File: src/rtl/mem_req.sv
// mem_req: memory-stage part 1. Holds the M1/M2 pipeline registers and drives the data SRAM request.
// Define MEM_ADDR_CHECK_EN to enable misaligned-access fault detection (ADEL/ADES).
module mem_req (
    input  logic        clk,
    input  logic        rst,
    input  logic        stall_ex,
    input  logic        stall_mem,
    input  logic        flush,
    input  logic        ex_valid,
    input  logic [3:0]  ex_mem_op,
    input  logic [31:0] ex_addr,
    input  logic [31:0] ex_store_data,
    input  logic [4:0]  ex_wreg_addr,
    input  logic        ex_wreg_en,
    input  logic [31:0] ex_pc,
    output logic        data_sram_en,
    output logic [3:0]  data_sram_wen,
    output logic [31:0] data_sram_addr,
    output logic [31:0] data_sram_wdata,
    output logic        m2_valid,
    output logic [2:0]  m2_load_op,
    output logic [1:0]  m2_byte_off,
    output logic [4:0]  m2_wreg_addr,
    output logic        m2_wreg_en,
    output logic [31:0] m2_pc,
    output logic        mem_exc_adel,
    output logic        mem_exc_ades,
    output logic [31:0] mem_badvaddr
);

    typedef enum logic [3:0] {
        OP_NONE = 4'd0,
        OP_LB   = 4'd1,
        OP_LBU  = 4'd2,
        OP_LH   = 4'd3,
        OP_LHU  = 4'd4,
        OP_LW   = 4'd5,
        OP_SB   = 4'd9,
        OP_SH   = 4'd10,
        OP_SW   = 4'd11
    } mem_op_e;

    logic        m1_valid_q, m1_valid_d;
    logic [3:0]  m1_op_q, m1_op_d;
    logic [31:0] m1_addr_q, m1_addr_d;
    logic [31:0] m1_data_q, m1_data_d;
    logic [4:0]  m1_wreg_addr_q, m1_wreg_addr_d;
    logic        m1_wreg_en_q, m1_wreg_en_d;
    logic [31:0] m1_pc_q, m1_pc_d;
    logic        issued_q, issued_d;

    logic        m2_valid_q, m2_valid_d;
    logic [2:0]  m2_load_op_q, m2_load_op_d;
    logic [1:0]  m2_byte_off_q, m2_byte_off_d;
    logic [4:0]  m2_wreg_addr_q, m2_wreg_addr_d;
    logic        m2_wreg_en_q, m2_wreg_en_d;
    logic [31:0] m2_pc_q, m2_pc_d;

    logic        is_load, is_store, is_half, is_word;
    logic [2:0]  load_op;
    logic [3:0]  lane_wen;
    logic [31:0] lane_wdata;
    logic        fault;
    logic        req;

    always_comb begin
        is_load    = 1'b0;
        is_store   = 1'b0;
        is_half    = 1'b0;
        is_word    = 1'b0;
        load_op    = 3'd0;
        lane_wen   = '0;
        lane_wdata = m1_data_q;
        case (m1_op_q)
            OP_LB, OP_LBU: begin
                is_load = 1'b1;
                load_op = m1_op_q[2:0];
            end
            OP_LH, OP_LHU: begin
                is_load = 1'b1;
                is_half = 1'b1;
                load_op = m1_op_q[2:0];
            end
            OP_LW: begin
                is_load = 1'b1;
                is_word = 1'b1;
                load_op = m1_op_q[2:0];
            end
            OP_SB: begin
                is_store   = 1'b1;
                lane_wen   = 4'b0001 << m1_addr_q[1:0];
                lane_wdata = {4{m1_data_q[7:0]}};
            end
            OP_SH: begin
                is_store   = 1'b1;
                is_half    = 1'b1;
                lane_wen   = m1_addr_q[1] ? 4'b1100 : 4'b0011;
                lane_wdata = {2{m1_data_q[15:0]}};
            end
            OP_SW: begin
                is_store   = 1'b1;
                is_word    = 1'b1;
                lane_wen   = 4'b1111;
            end
            default: ;
        endcase
    end

`ifdef MEM_ADDR_CHECK_EN
    assign fault = m1_valid_q && ((is_half && m1_addr_q[0]) ||
                                  (is_word && (m1_addr_q[1:0] != 2'b00)));
`else
    assign fault = 1'b0;
`endif

    // issued_q blocks a repeat request while the same entry is held by stall_mem
    assign req = m1_valid_q && (is_load || is_store) && !flush && !issued_q && !fault;

    always_comb begin
        m1_valid_d     = m1_valid_q;
        m1_op_d        = m1_op_q;
        m1_addr_d      = m1_addr_q;
        m1_data_d      = m1_data_q;
        m1_wreg_addr_d = m1_wreg_addr_q;
        m1_wreg_en_d   = m1_wreg_en_q;
        m1_pc_d        = m1_pc_q;
        issued_d       = issued_q;
        m2_valid_d     = m2_valid_q;
        m2_load_op_d   = m2_load_op_q;
        m2_byte_off_d  = m2_byte_off_q;
        m2_wreg_addr_d = m2_wreg_addr_q;
        m2_wreg_en_d   = m2_wreg_en_q;
        m2_pc_d        = m2_pc_q;
        if (!stall_mem) begin
            m1_valid_d     = ex_valid && !stall_ex;
            m1_op_d        = ex_mem_op;
            m1_addr_d      = ex_addr;
            m1_data_d      = ex_store_data;
            m1_wreg_addr_d = ex_wreg_addr;
            m1_wreg_en_d   = ex_wreg_en;
            m1_pc_d        = ex_pc;
            issued_d       = 1'b0;
            m2_valid_d     = m1_valid_q;
            m2_load_op_d   = load_op;
            m2_byte_off_d  = m1_addr_q[1:0];
            m2_wreg_addr_d = m1_wreg_addr_q;
            m2_wreg_en_d   = m1_wreg_en_q && !fault;
            m2_pc_d        = m1_pc_q;
        end else if (req) begin
            issued_d = 1'b1;
        end
        if (flush) begin
            m1_valid_d = 1'b0;
            m2_valid_d = 1'b0;
        end
    end

    always_ff @(posedge clk or posedge rst) begin
        if (rst) begin
            m1_valid_q     <= 1'b0;
            m1_op_q        <= '0;
            m1_addr_q      <= '0;
            m1_data_q      <= '0;
            m1_wreg_addr_q <= '0;
            m1_wreg_en_q   <= 1'b0;
            m1_pc_q        <= '0;
            issued_q       <= 1'b0;
            m2_valid_q     <= 1'b0;
            m2_load_op_q   <= '0;
            m2_byte_off_q  <= '0;
            m2_wreg_addr_q <= '0;
            m2_wreg_en_q   <= 1'b0;
            m2_pc_q        <= '0;
        end else begin
            m1_valid_q     <= m1_valid_d;
            m1_op_q        <= m1_op_d;
            m1_addr_q      <= m1_addr_d;
            m1_data_q      <= m1_data_d;
            m1_wreg_addr_q <= m1_wreg_addr_d;
            m1_wreg_en_q   <= m1_wreg_en_d;
            m1_pc_q        <= m1_pc_d;
            issued_q       <= issued_d;
            m2_valid_q     <= m2_valid_d;
            m2_load_op_q   <= m2_load_op_d;
            m2_byte_off_q  <= m2_byte_off_d;
            m2_wreg_addr_q <= m2_wreg_addr_d;
            m2_wreg_en_q   <= m2_wreg_en_d;
            m2_pc_q        <= m2_pc_d;
        end
    end

    always_comb begin
        data_sram_en    = req;
        data_sram_wen   = req ? lane_wen : 4'b0000;
        data_sram_addr  = {m1_addr_q[31:2], 2'b00};
        data_sram_wdata = lane_wdata;
        m2_valid        = m2_valid_q;
        m2_load_op      = m2_load_op_q;
        m2_byte_off     = m2_byte_off_q;
        m2_wreg_addr    = m2_wreg_addr_q;
        m2_wreg_en      = m2_wreg_en_q;
        m2_pc           = m2_pc_q;
        mem_exc_adel    = fault && is_load;
        mem_exc_ades    = fault && is_store;
        mem_badvaddr    = fault ? m1_addr_q : '0;
    end

endmodule

File: config.mk
export PLATFORM = sky130hd
export DESIGN_NAME = mem_req
export DESIGN_NICKNAME = d
export VERILOG_FILES = /design/src/rtl/mem_req.sv
export SDC_FILE = /design/constraint.sdc
export NUM_CORES = 1
export LEC_CHECK = 0
export BUFFER_PORTS_ARGS = -buffer_cell sky130_fd_sc_hd__buf_4
export CAP_MARGIN = 10
export CORE_UTILIZATION = 51
export CTS_BUF_LIST = sky130_fd_sc_hd__clkbuf_4
export DETAILED_ROUTE_END_ITERATION = 8
export GPL_TIMING_DRIVEN = 0
export HOLD_SLACK_MARGIN = 0.12
export PLACE_DENSITY = 0.83
export SLEW_MARGIN = 20
export SYNTH_ARGS = -nofsm -noshare
export SYNTH_HDL_FRONTEND = slang
export SYNTH_SLANG_ARGS = --single-unit
File: constraint.sdc
create_clock -name clk -period 7.4 [get_ports clk]
set_input_delay 1.48 -clock clk [delete_from_list [all_inputs] [get_ports clk]]
set_output_delay 1.48 -clock clk [all_outputs]
set_load 0.03 [all_outputs]
==> results.json <==
{
  "cp_cell_sequence": "buf_4 > nor3b_1 > nand3b_1 > a21oi_1 > buf_4",
  "grt.overflow.total": 0,
  "cts-root-buf": "clkbuf_4",
  "rr_worst_depth": 3,
  "cts_setup_buffers": 0,
  "first_iter_violations": 149,
  "cp-start-kind": "primary input",
  "synth_cells": 470,
  "post_drt_via_cell_ratio": 4.72,
  "die_area_um2": 13600,
  "cts_buffers": 17,
  "max_stage_delay_ps": 250,
  "status": "completed",
  "grt_pass1_vias": 4529,
  "cts_buffer_depth": 2,
  "worst_slew_pin_slew_ps": 573,
  "wl_mm": 14.7,
  "drive_above_1_share_pct": 67.7,
  "post-route-min-period_ps": 3890,
  "avgSynthCellArea_um2": 14.3,
  "reg2reg_from": "m1_op_q[1]",
  "whs_path_depth": 1,
  "cp.required_ps": 5920,
  "routedWlPerCell_um": 15.8,
  "place_hpwl_mm": 11.1,
  "start_util_pct": 52.8,
  "antennaDiodeCount": 0,
  "cts.reportedPaths.clkPinSlew_ps": 130,
  "p_per_area_nw_per_um2": 225,
  "grt_max_degree": 90,
  "cpMostUsedCell": "buf_4",
  "worstHoldStart": "m1_pc_q[29]",
  "drv_slew": 0,
  "whs_endpoint": "m2_pc[29]",
  "ys_seq_area_share_pct": 56.6,
  "ir_drop_mv": 0.162,
  "relSlewSlack_pct": 61.8,
  "final.setup.tns_ps": 0,
  "die_x_um": 117,
  "grt_pass1_wl_mm": 22.5,
  "dr_total_vias": 4377,
  "cp-end-kind": "primary output",
  "critPathKind": "in -> out",
  "ant_nets": 0,
  "drt_pre_antenna_iters": 4,
  "io_pins": 259,
  "placed_cell_area_um2": 8760,
  "synth-seq-cells": 152,
  "grt_use_total_pct": 22.4,
  "seq_area_um2": 3800,
  "coreArea_um2": 12700,
  "setup_viol": 0,
  "syn2layout_area_growth_pct": 34.0,
  "yosysWarnings": 0,
  "finalCritPeriodShare_pct": 52.6,
  "leakage_uw": 0.00442,
  "fillCellCount": 916,
  "cts_tree": "done",
  "fin_skew_ps": 19.7,
  "rrSetupSlack_ps": 6190,
  "netlist_area_um2": 6720,
  "clk_latency_ps": 560,
  "numClockSinks": 152,
  "design_area_um2": 9000,
  "die_y_um": 117,
  "cp_slowest_cell": "nor3b_1",
  "drv_cap": 0,
  "drc_errors": 0,
  "layout.nets": 858,
  "finalHoldViolCount": 0,
  "r2r-end": "issued_q",
  "rows": 41,
  "cts_max_level": 4,
  "cp_data_arrival_time_ps": 2410,
  "portBuffers": 221,
  "ctsHoldBuffers": 0,
  "antenna_found_initial": 0,
  "multiInputGateArea_um2": 2340,
  "place.gp.congestion": 0.783,
  "rsz0062_at_grt": "false",
  "fmax_ghz": 0.257,
  "synthDistinctLibCells": 27,
  "cp_max_fo": 4,
  "worstHoldPathType": "reg -> reg",
  "cts_resized": 0
}
layer usage:
metal | GRT usage (%) | wire, um
met2 | 38.1 | 7410
met4 | 7.43 | 221
met1 | 25.3 | 5660
met3 | 9.65 | 1380
met5 | 0 | 0
per-stage QoR:
step / instances / setup slack, ps / power (uW) / hold WS, ps / util [%]
after floorplan: 505 / 1830 / 1360 / 454 / -
after CTS: 928 / 3470 / 2050 / 507 / 70.8
final: 928 / 3510 / 2030 / 500 / 70.8
after global placement: 898 / 406 / 1560 / 473 / 68.5
after detailed placement: 899 / 3490 / 1580 / 480 / 68.8
after global routing: 928 / 3360 / 2130 / 522 / 70.8
report_power, final:
part           switching (uW)  leakage [uW]  internal (uW)
logic                     307       0.00250            275
registers                55.4       0.00179            922
clock network             273      0.000132            193
final cells by class:
type | instances | area share, %
sequential | 152 | 42.3
multi-input combinational | 254 | 26.0
timing repair buffer | 222 | 18.7
buffer | 97 | 7.77
tap | 172 | 2.39
clock buffer | 18 | 1.50
clock inverter | 11 | 1.22
inverter | 2 | 0.167
state kept, by name, indices dropped and copies added, names as in the netlist:
name and count:
issued_q 1, m1_addr_q 32, m1_data_q 32, m1_op_q 4, m1_pc_q 32, m1_valid_q 1
m1_wreg_addr_q 5, m1_wreg_en_q 1, m2_byte_off 2, m2_load_op 3, m2_pc 32, m2_valid 1
m2_wreg_addr 5, m2_wreg_en 1
logic make-up after synthesis:
family	count (synthesis)	share of synthesized area (%)
other cells	1	0.0558
compound gates	31	3.28
mux	162	27.3
flops	152	56.6
buf+inv	99	10.5
simple gates	25	2.24
synth_stat cells (all sizes together):
master  number  share of area [%]
a22o         8                1.2
conb         1              0.056
nor3b        1               0.11
nand2        9               0.50
dfrtp      152                 57
a21o         8               0.89
mux2i        1               0.15
inv          2               0.11
nand3b       3               0.34
buf         94                 10
o21ai        9               0.67
o21a         1               0.11
o31ai        1               0.11
clkbuf       3               0.17
mux2       161                 27
nor2b        3               0.28
a22oi        1               0.11
nor2         7               0.63
and4bb       2               0.37
a21oi        3               0.22
critical path, delay by kind of cell:
| kind | cells | cell delay [ps] |
|---|---|---|
| buffers and inverters | 2 | 320 |
| AO/OA/AOI/OAI | 1 | 190 |
| AND/OR/NAND/NOR | 2 | 420 |
worst max path at each step:
| stage | from | endpoint | slack, ps | cells past startpoint |
|---|---|---|---|---|
| 2_1_floorplan | rst | issued_q | 1830 | 1 |
| 3_3_place_gp | rst | m1_addr_q[27] | 410 | 2 |
| 3_5_place_dp | flush | data_sram_wen[0] | 3490 | 5 |
| 4_1_cts | flush | data_sram_wen[0] | 3470 | 5 |
| 5_1_grt | flush | data_sram_wen[0] | 3360 | 5 |
| 6_report | flush | data_sram_wen[0] | 3510 | 5 |
layout by cell type, fill, tap and decap left out:
cell type	count
a21o_1	8
a21oi_1	3
a22o_1	2
a22o_2	6
a22oi_1	1
and4bb_1	1
and4bb_2	1
buf_16	1
buf_2	16
buf_4	295
buf_6	2
buf_8	2
bufinv_16	2
clkbuf_1	3
clkbuf_4	18
clkinv_1	3
clkinv_2	3
clkinv_4	1
clkinvlp_4	2
conb_1	36
dfrtp_1	152
inv_1	1
inv_8	1
mux2_2	159
mux2_4	2
mux2i_1	1
nand2_1	9
nand3b_1	3
nor2_1	6
nor2_8	1
nor2b_1	3
nor3b_1	1
o21a_1	1
o21ai_0	9
o31ai_1	1
(Power assumes the default switching activity.)
